**src/rtl/pwm_ramp_ctrl.sv**
```systemverilog
// PWM generator with soft-start/soft-stop duty ramping and a latched fault state.
// Duty only moves at period boundaries. A fault forces the output low in the same cycle.
module pwm_ramp_ctrl #(
  parameter int PERIOD       = 10,
  parameter int STEP_PERIODS = 2,
  parameter int DW           = 4
) (
  input  logic          clk,
  input  logic          reset_n,
  input  logic          enable,
  input  logic          tgt_valid,
  input  logic [DW-1:0] tgt_duty,
  output logic          tgt_ready,
  input  logic          fault,
  input  logic          fault_clr,
  output logic [DW-1:0] duty,
  output logic          pwm_out,
  output logic          busy,
  output logic          at_target
);

  localparam int SW = (STEP_PERIODS > 1) ? $clog2(STEP_PERIODS) : 1;
  localparam logic [DW-1:0] PERIOD_C  = DW'(PERIOD);
  localparam logic [DW-1:0] LAST_CNT  = DW'(PERIOD - 1);
  localparam logic [SW-1:0] LAST_STEP = SW'(STEP_PERIODS - 1);

  typedef enum logic [2:0] {
    S_OFF   = 3'd0,
    S_RUN   = 3'd1,
    S_RAMP  = 3'd2,
    S_STOP  = 3'd3,
    S_FAULT = 3'd4
  } state_t;

  state_t        state_q, state_d;
  logic [DW-1:0] cnt_q, cnt_d;
  logic [SW-1:0] sc_q, sc_d;
  logic [DW-1:0] tgt_q, tgt_d;
  logic [DW-1:0] duty_q, duty_d;
  logic          busy_q, busy_d;
  logic          at_target_q, at_target_d;

  logic          active_s;
  logic          period_end_s;
  logic          accept_s;
  logic [DW-1:0] tgt_clamp_s;
  logic [DW-1:0] toward_s;

  assign active_s     = (state_q == S_RUN) || (state_q == S_RAMP) || (state_q == S_STOP);
  assign period_end_s = (cnt_q == LAST_CNT);
  assign tgt_ready    = (state_q != S_FAULT);
  assign accept_s     = tgt_valid && tgt_ready;
  assign tgt_clamp_s  = (tgt_duty > PERIOD_C) ? PERIOD_C : tgt_duty;

  // The output compares the counter against the applied duty. Fault gates it directly so shutdown needs no clock edge.
  assign pwm_out   = active_s && (cnt_q < duty_q) && !fault;
  assign duty      = duty_q;
  assign busy      = busy_q;
  assign at_target = at_target_q;

  // One-count move of the duty toward the stored target.
  always_comb begin
    if (duty_q < tgt_q) begin
      toward_s = duty_q + DW'(1);
    end else if (duty_q > tgt_q) begin
      toward_s = duty_q - DW'(1);
    end else begin
      toward_s = duty_q;
    end
  end

  // Next-state logic. Fault overrides everything and clears the working state.
  always_comb begin
    state_d = state_q;
    sc_d    = sc_q;
    duty_d  = duty_q;

    if (active_s) begin
      cnt_d = period_end_s ? DW'(0) : (cnt_q + DW'(1));
    end else begin
      cnt_d = DW'(0);
    end

    if (accept_s) begin
      tgt_d = tgt_clamp_s;
    end else begin
      tgt_d = tgt_q;
    end

    case (state_q)
      S_OFF: begin
        duty_d = DW'(0);
        sc_d   = SW'(0);
        if (enable) begin
          state_d = (tgt_q != DW'(0)) ? S_RAMP : S_RUN;
        end else begin
          state_d = S_OFF;
        end
      end
      S_RUN: begin
        sc_d = SW'(0);
        if (!enable) begin
          state_d = S_STOP;
        end else if (tgt_q != duty_q) begin
          state_d = S_RAMP;
        end else begin
          state_d = S_RUN;
        end
      end
      S_RAMP: begin
        if (!enable) begin
          state_d = S_STOP;
          sc_d    = SW'(0);
        end else if (period_end_s && (sc_q == LAST_STEP)) begin
          sc_d    = SW'(0);
          duty_d  = toward_s;
          state_d = (toward_s == tgt_q) ? S_RUN : S_RAMP;
        end else if (period_end_s) begin
          sc_d = sc_q + SW'(1);
        end else begin
          sc_d = sc_q;
        end
      end
      S_STOP: begin
        if (enable) begin
          state_d = S_RAMP;
          sc_d    = SW'(0);
        end else if (period_end_s && (duty_q == DW'(0))) begin
          state_d = S_OFF;
          sc_d    = SW'(0);
        end else if (period_end_s && (sc_q == LAST_STEP)) begin
          duty_d = duty_q - DW'(1);
          sc_d   = SW'(0);
        end else if (period_end_s) begin
          sc_d = sc_q + SW'(1);
        end else begin
          sc_d = sc_q;
        end
      end
      S_FAULT: begin
        duty_d = DW'(0);
        sc_d   = SW'(0);
        tgt_d  = DW'(0);
        if (fault_clr && !fault) begin
          state_d = S_OFF;
        end else begin
          state_d = S_FAULT;
        end
      end
      default: begin
        state_d = S_OFF;
        duty_d  = DW'(0);
        sc_d    = SW'(0);
      end
    endcase

    if (fault) begin
      state_d = S_FAULT;
      cnt_d   = DW'(0);
      sc_d    = SW'(0);
      tgt_d   = DW'(0);
      duty_d  = DW'(0);
    end else begin
      state_d = state_d;
    end

    busy_d      = (state_d == S_RAMP) || (state_d == S_STOP);
    at_target_d = (state_d == S_RUN);
  end

  // State and status registers with asynchronous reset to OFF.
  always_ff @(posedge clk or negedge reset_n) begin
    if (!reset_n) begin
      state_q     <= S_OFF;
      cnt_q       <= DW'(0);
      sc_q        <= SW'(0);
      tgt_q       <= DW'(0);
      duty_q      <= DW'(0);
      busy_q      <= 1'b0;
      at_target_q <= 1'b0;
    end else begin
      state_q     <= state_d;
      cnt_q       <= cnt_d;
      sc_q        <= sc_d;
      tgt_q       <= tgt_d;
      duty_q      <= duty_d;
      busy_q      <= busy_d;
      at_target_q <= at_target_d;
    end
  end

endmodule

```
**config.mk**
```make
export PLATFORM = sky130hd
export DESIGN_NAME = pwm_ramp_ctrl
export DESIGN_NICKNAME = d
export VERILOG_FILES = /design/src/rtl/pwm_ramp_ctrl.sv
export SDC_FILE = /design/constraint.sdc
export NUM_CORES = 1
export LEC_CHECK = 0
export ABC_AREA = 1
export BUFFER_PORTS_ARGS = -buffer_cell sky130_fd_sc_hd__buf_2
export CAP_MARGIN = 0
export CORE_UTILIZATION = 35
export DETAILED_ROUTE_END_ITERATION = 8
export PLACE_DENSITY = 0.59
export SYNTH_ARGS = -nofsm -noshare
export SYNTH_HDL_FRONTEND = slang
export SYNTH_SLANG_ARGS = --single-unit
```
**constraint.sdc**
```tcl
create_clock -name clk -period 5.06 [get_ports clk]
set_clock_uncertainty 0.05 [all_clocks]
set_input_delay 1.518 -clock clk [delete_from_list [all_inputs] [get_ports clk]]
set_output_delay 1.518 -clock clk [all_outputs]
set_load 0.01 [all_outputs]
```
==> results.json <==
{
  "run_status": "finished, final reports clean",
  "worst-slew-pin-transition_ps": 430,
  "drt_first_pass_iters": 4,
  "yosysSeqAreaShare_pct": 31.1,
  "worst_slew_margin_relative_to_its_limit_pct": 71.3,
  "n_antenna_cell": 0,
  "detailed_place.area_sq_um": 1590,
  "routed-via-count": 1317,
  "port-buffer-count": 17,
  "yosysTopAreaCellShare_pct": 31.1,
  "place_congestion": 0.837,
  "die_x_extent_microns": 66.4,
  "clk_latency_ps": 250,
  "async_reset_ff_share_pct": 100,
  "drv_cap": 0,
  "ctsResizeCount": 0,
  "die_area_sq_um": 4400,
  "ctsRootBufferMaster": "sky130_fd_sc_hd__clkbuf_8",
  "yosys_warning_total": 0,
  "design_power_total_uw": 339,
  "post_synth_edffs": 0,
  "synth.top_cells.by_count": "sky130_fd_sc_hd__nand3_1 (27), sky130_fd_sc_hd__nand2_1 (26), sky130_fd_sc_hd__inv_1 (22)",
  "syn_area_per_cell_sq_um": 7.80,
  "cpMostUsedCell": "sky130_fd_sc_hd__buf_2",
  "maximum_number_of_pins_on_one_net_before_global_route_repair": 19,
  "num_cts_buffers": 3,
  "final.hold.worst_slack_ps": 473,
  "design.portCount": 18,
  "grt_pass1_wl_microns": 5560,
  "clock_transition_at_the_registers_of_the_reported_paths_ps": 60,
  "drtIter0Drc": 47,
  "global_route.overflow_total": 0,
  "number_of_nets_in_the_finished_design": 230,
  "cp_data_required_time_ps": 3490,
  "cts_max_path_buffers": 2,
  "slowest_stage_delay_cp_ps": 150,
  "syn-instance-count": 186,
  "fmax_mhz": 286,
  "finish.utilization_pct": 40.7,
  "yosysMostFrequentCell": "sky130_fd_sc_hd__nand3_1",
  "post_route_cells_drive_above_1_share_pct": 21.5,
  "grt_setup_unrepaired": "false",
  "fin_tns_setup_ps": 0,
  "class_of_the_most_critical_hold_timing_path": "reg -> reg",
  "timing.critical_path.max_delay_family": "buffers and inverters",
  "ys_dominant_reg_cell": "sky130_fd_sc_hd__dfrtp_1",
  "grtUsageTotal_pct": 16.9,
  "post-route-worst-setup-slack_ps": 1570,
  "critical_path.startpoint_type": "primary input",
  "place_ws_ps": 1580,
  "power_per_cell_area_nw_per_um2": 208,
  "route.antenna.remaining_nets": 0,
  "syn2layout_area_growth_pct": 12.3,
  "arrival_ps": 1920,
  "number_of_global_route_vias_before_repair": 1198,
  "critical_path_buf_inv_count": 2,
  "yosys-top-cells-area": "sky130_fd_sc_hd__dfrtp_1 (31%), sky130_fd_sc_hd__ha_1 (11%), sky130_fd_sc_hd__nand3_1 (9.3%), sky130_fd_sc_hd__nand2_1 (6.7%), sky130_fd_sc_hd__inv_1 (5.7%)",
  "dpl.cell_count": 252,
  "synth_top_area_cell": "sky130_fd_sc_hd__dfrtp_1",
  "synthesized_cell_area_sq_um": 1450,
  "post-route-drc-count": 0,
  "leakage_nw": 0.796,
  "classification_of_the_worst_setup_path": "in -> out",
  "ys_types": 31,
  "timing_max_transition_violations_final": 0,
  "wl_per_cell_microns": 12.9,
  "layout.cells.non_filler": 255,
  "layout_worst_path_cycle_share_pct": 69.0,
  "maximum_fanout_along_the_worst_path": 5,
  "post-route-min-period_ps": 3490,
  "vdd_drop_max_mv": 0.127,
  "die_height_microns": 66.4,
  "postCtsSetupBuffers": 0,
  "core.rowCount": 23,
  "crit_path_end_kind": "output pin",
  "cts_hold_buf": 0,
  "mappedNetlistNets": 209,
  "drt-vias-per-instance": 5.16,
  "cp_slowest_cell": "sky130_fd_sc_hd__buf_2",
  "grt_antenna_before_repair": 0,
  "cts_tree": "built",
  "critical_path_cell_by_cell": "buf_2 > nor2_1 > buf_2",
  "start_util_pct": 36.3,
  "tritoncts_num_sinks": 18,
  "cts.htree.levels": 1,
  "core_area_sq_um": 4000,
  "endpoints_failing_hold": 0,
  "fin_area_sq_um": 1630,
  "routed_wirelength_microns": 3290,
  "placed_wire_length_estimate_after_detailed_placement_microns": 2590,
  "report.final.setup_viol": 0,
  "synth-seq-cells": 18,
  "filler_cell_count": 424
}
## flip-flops by register name, indices dropped and copies added (netlist names)
| name | flops |
|---|---|
| state_q | 3 |
| busy | 1 |
| sc_q | 1 |
| tgt_q | 4 |
| duty | 4 |
| at_target | 1 |
| cnt_q | 4 |
## final cells by class
| type | instances | area [sq um] | share of cell area, % |
|---|---|---|---|
| Timing Repair Buffer | 17 | 85.1 | 5.23 |
| Multi-Input combinational cell | 138 | 872 | 53.6 |
| Sequential cell | 18 | 450 | 27.7 |
| Inverter | 29 | 116 | 7.15 |
| Tap cell | 50 | 62.6 | 3.84 |
| Clock buffer | 3 | 41.3 | 2.54 |
## power breakdown
part	internal, mW	switching (mW)
registers	0.148	0.00360
clock network	0.0528	0.0452
logic	0.0305	0.0591
total	0.231	0.108
## final timing paths
path,start,endpoint,slack (ps),cells after the start
min reg2reg,cnt_q[0]$_DFF_PN0_,cnt_q[0]$_DFF_PN0_,470,1
max in group asynchronous,reset_n,duty[1]$_DFFE_PN0P_,3510,1
min,cnt_q[0]$_DFF_PN0_,cnt_q[0]$_DFF_PN0_,470,1
max reg2reg,duty[0]$_DFFE_PN0P_,at_target$_DFF_PN0_,2840,13
min in group asynchronous,reset_n,state_q[1]$_DFF_PN0_,1150,1
max,fault,pwm_out,1570,3
## per-layer routing
metal,vias to the layer above,wire [microns],global-route usage [%]
met5,-,0,0
met1,601,1550,22.3
met3,6,116,1.72
met4,0,51,7.71
li1,670,-,-
met2,40,1570,27.4
## cells in the final DEF (no fill, tap or decap), types with 5 or more instances in the layout
| cell | instances |
|---|---|
| sky130_fd_sc_hd__inv_1 | 22 |
| sky130_fd_sc_hd__nor2_1 | 14 |
| sky130_fd_sc_hd__buf_2 | 17 |
| sky130_fd_sc_hd__ha_1 | 13 |
| sky130_fd_sc_hd__nand2_1 | 26 |
| sky130_fd_sc_hd__o22ai_1 | 7 |
| sky130_fd_sc_hd__o21ai_0 | 5 |
| sky130_fd_sc_hd__nand4_1 | 7 |
| sky130_fd_sc_hd__dfrtp_1 | 18 |
| sky130_fd_sc_hd__o21ai_1 | 5 |
| sky130_fd_sc_hd__nand3_1 | 27 |
## cells by family (layout without fill, tap and decap cells)
group                    Yosys count  count (layout)  share of synthesized area (%)
AND/OR/NAND/NOR                   96              96                           35.9
adder cells (fa/ha/maj)           13              13                           11.2
AO/OA/AOI/OAI                     25              25                           10.6
XOR/XNOR                           4               4                           2.42
flip-flops                        18              18                           31.1
buffers and inverters             30              49                           8.80
Note: power is estimated with default switching activity, not from simulation.
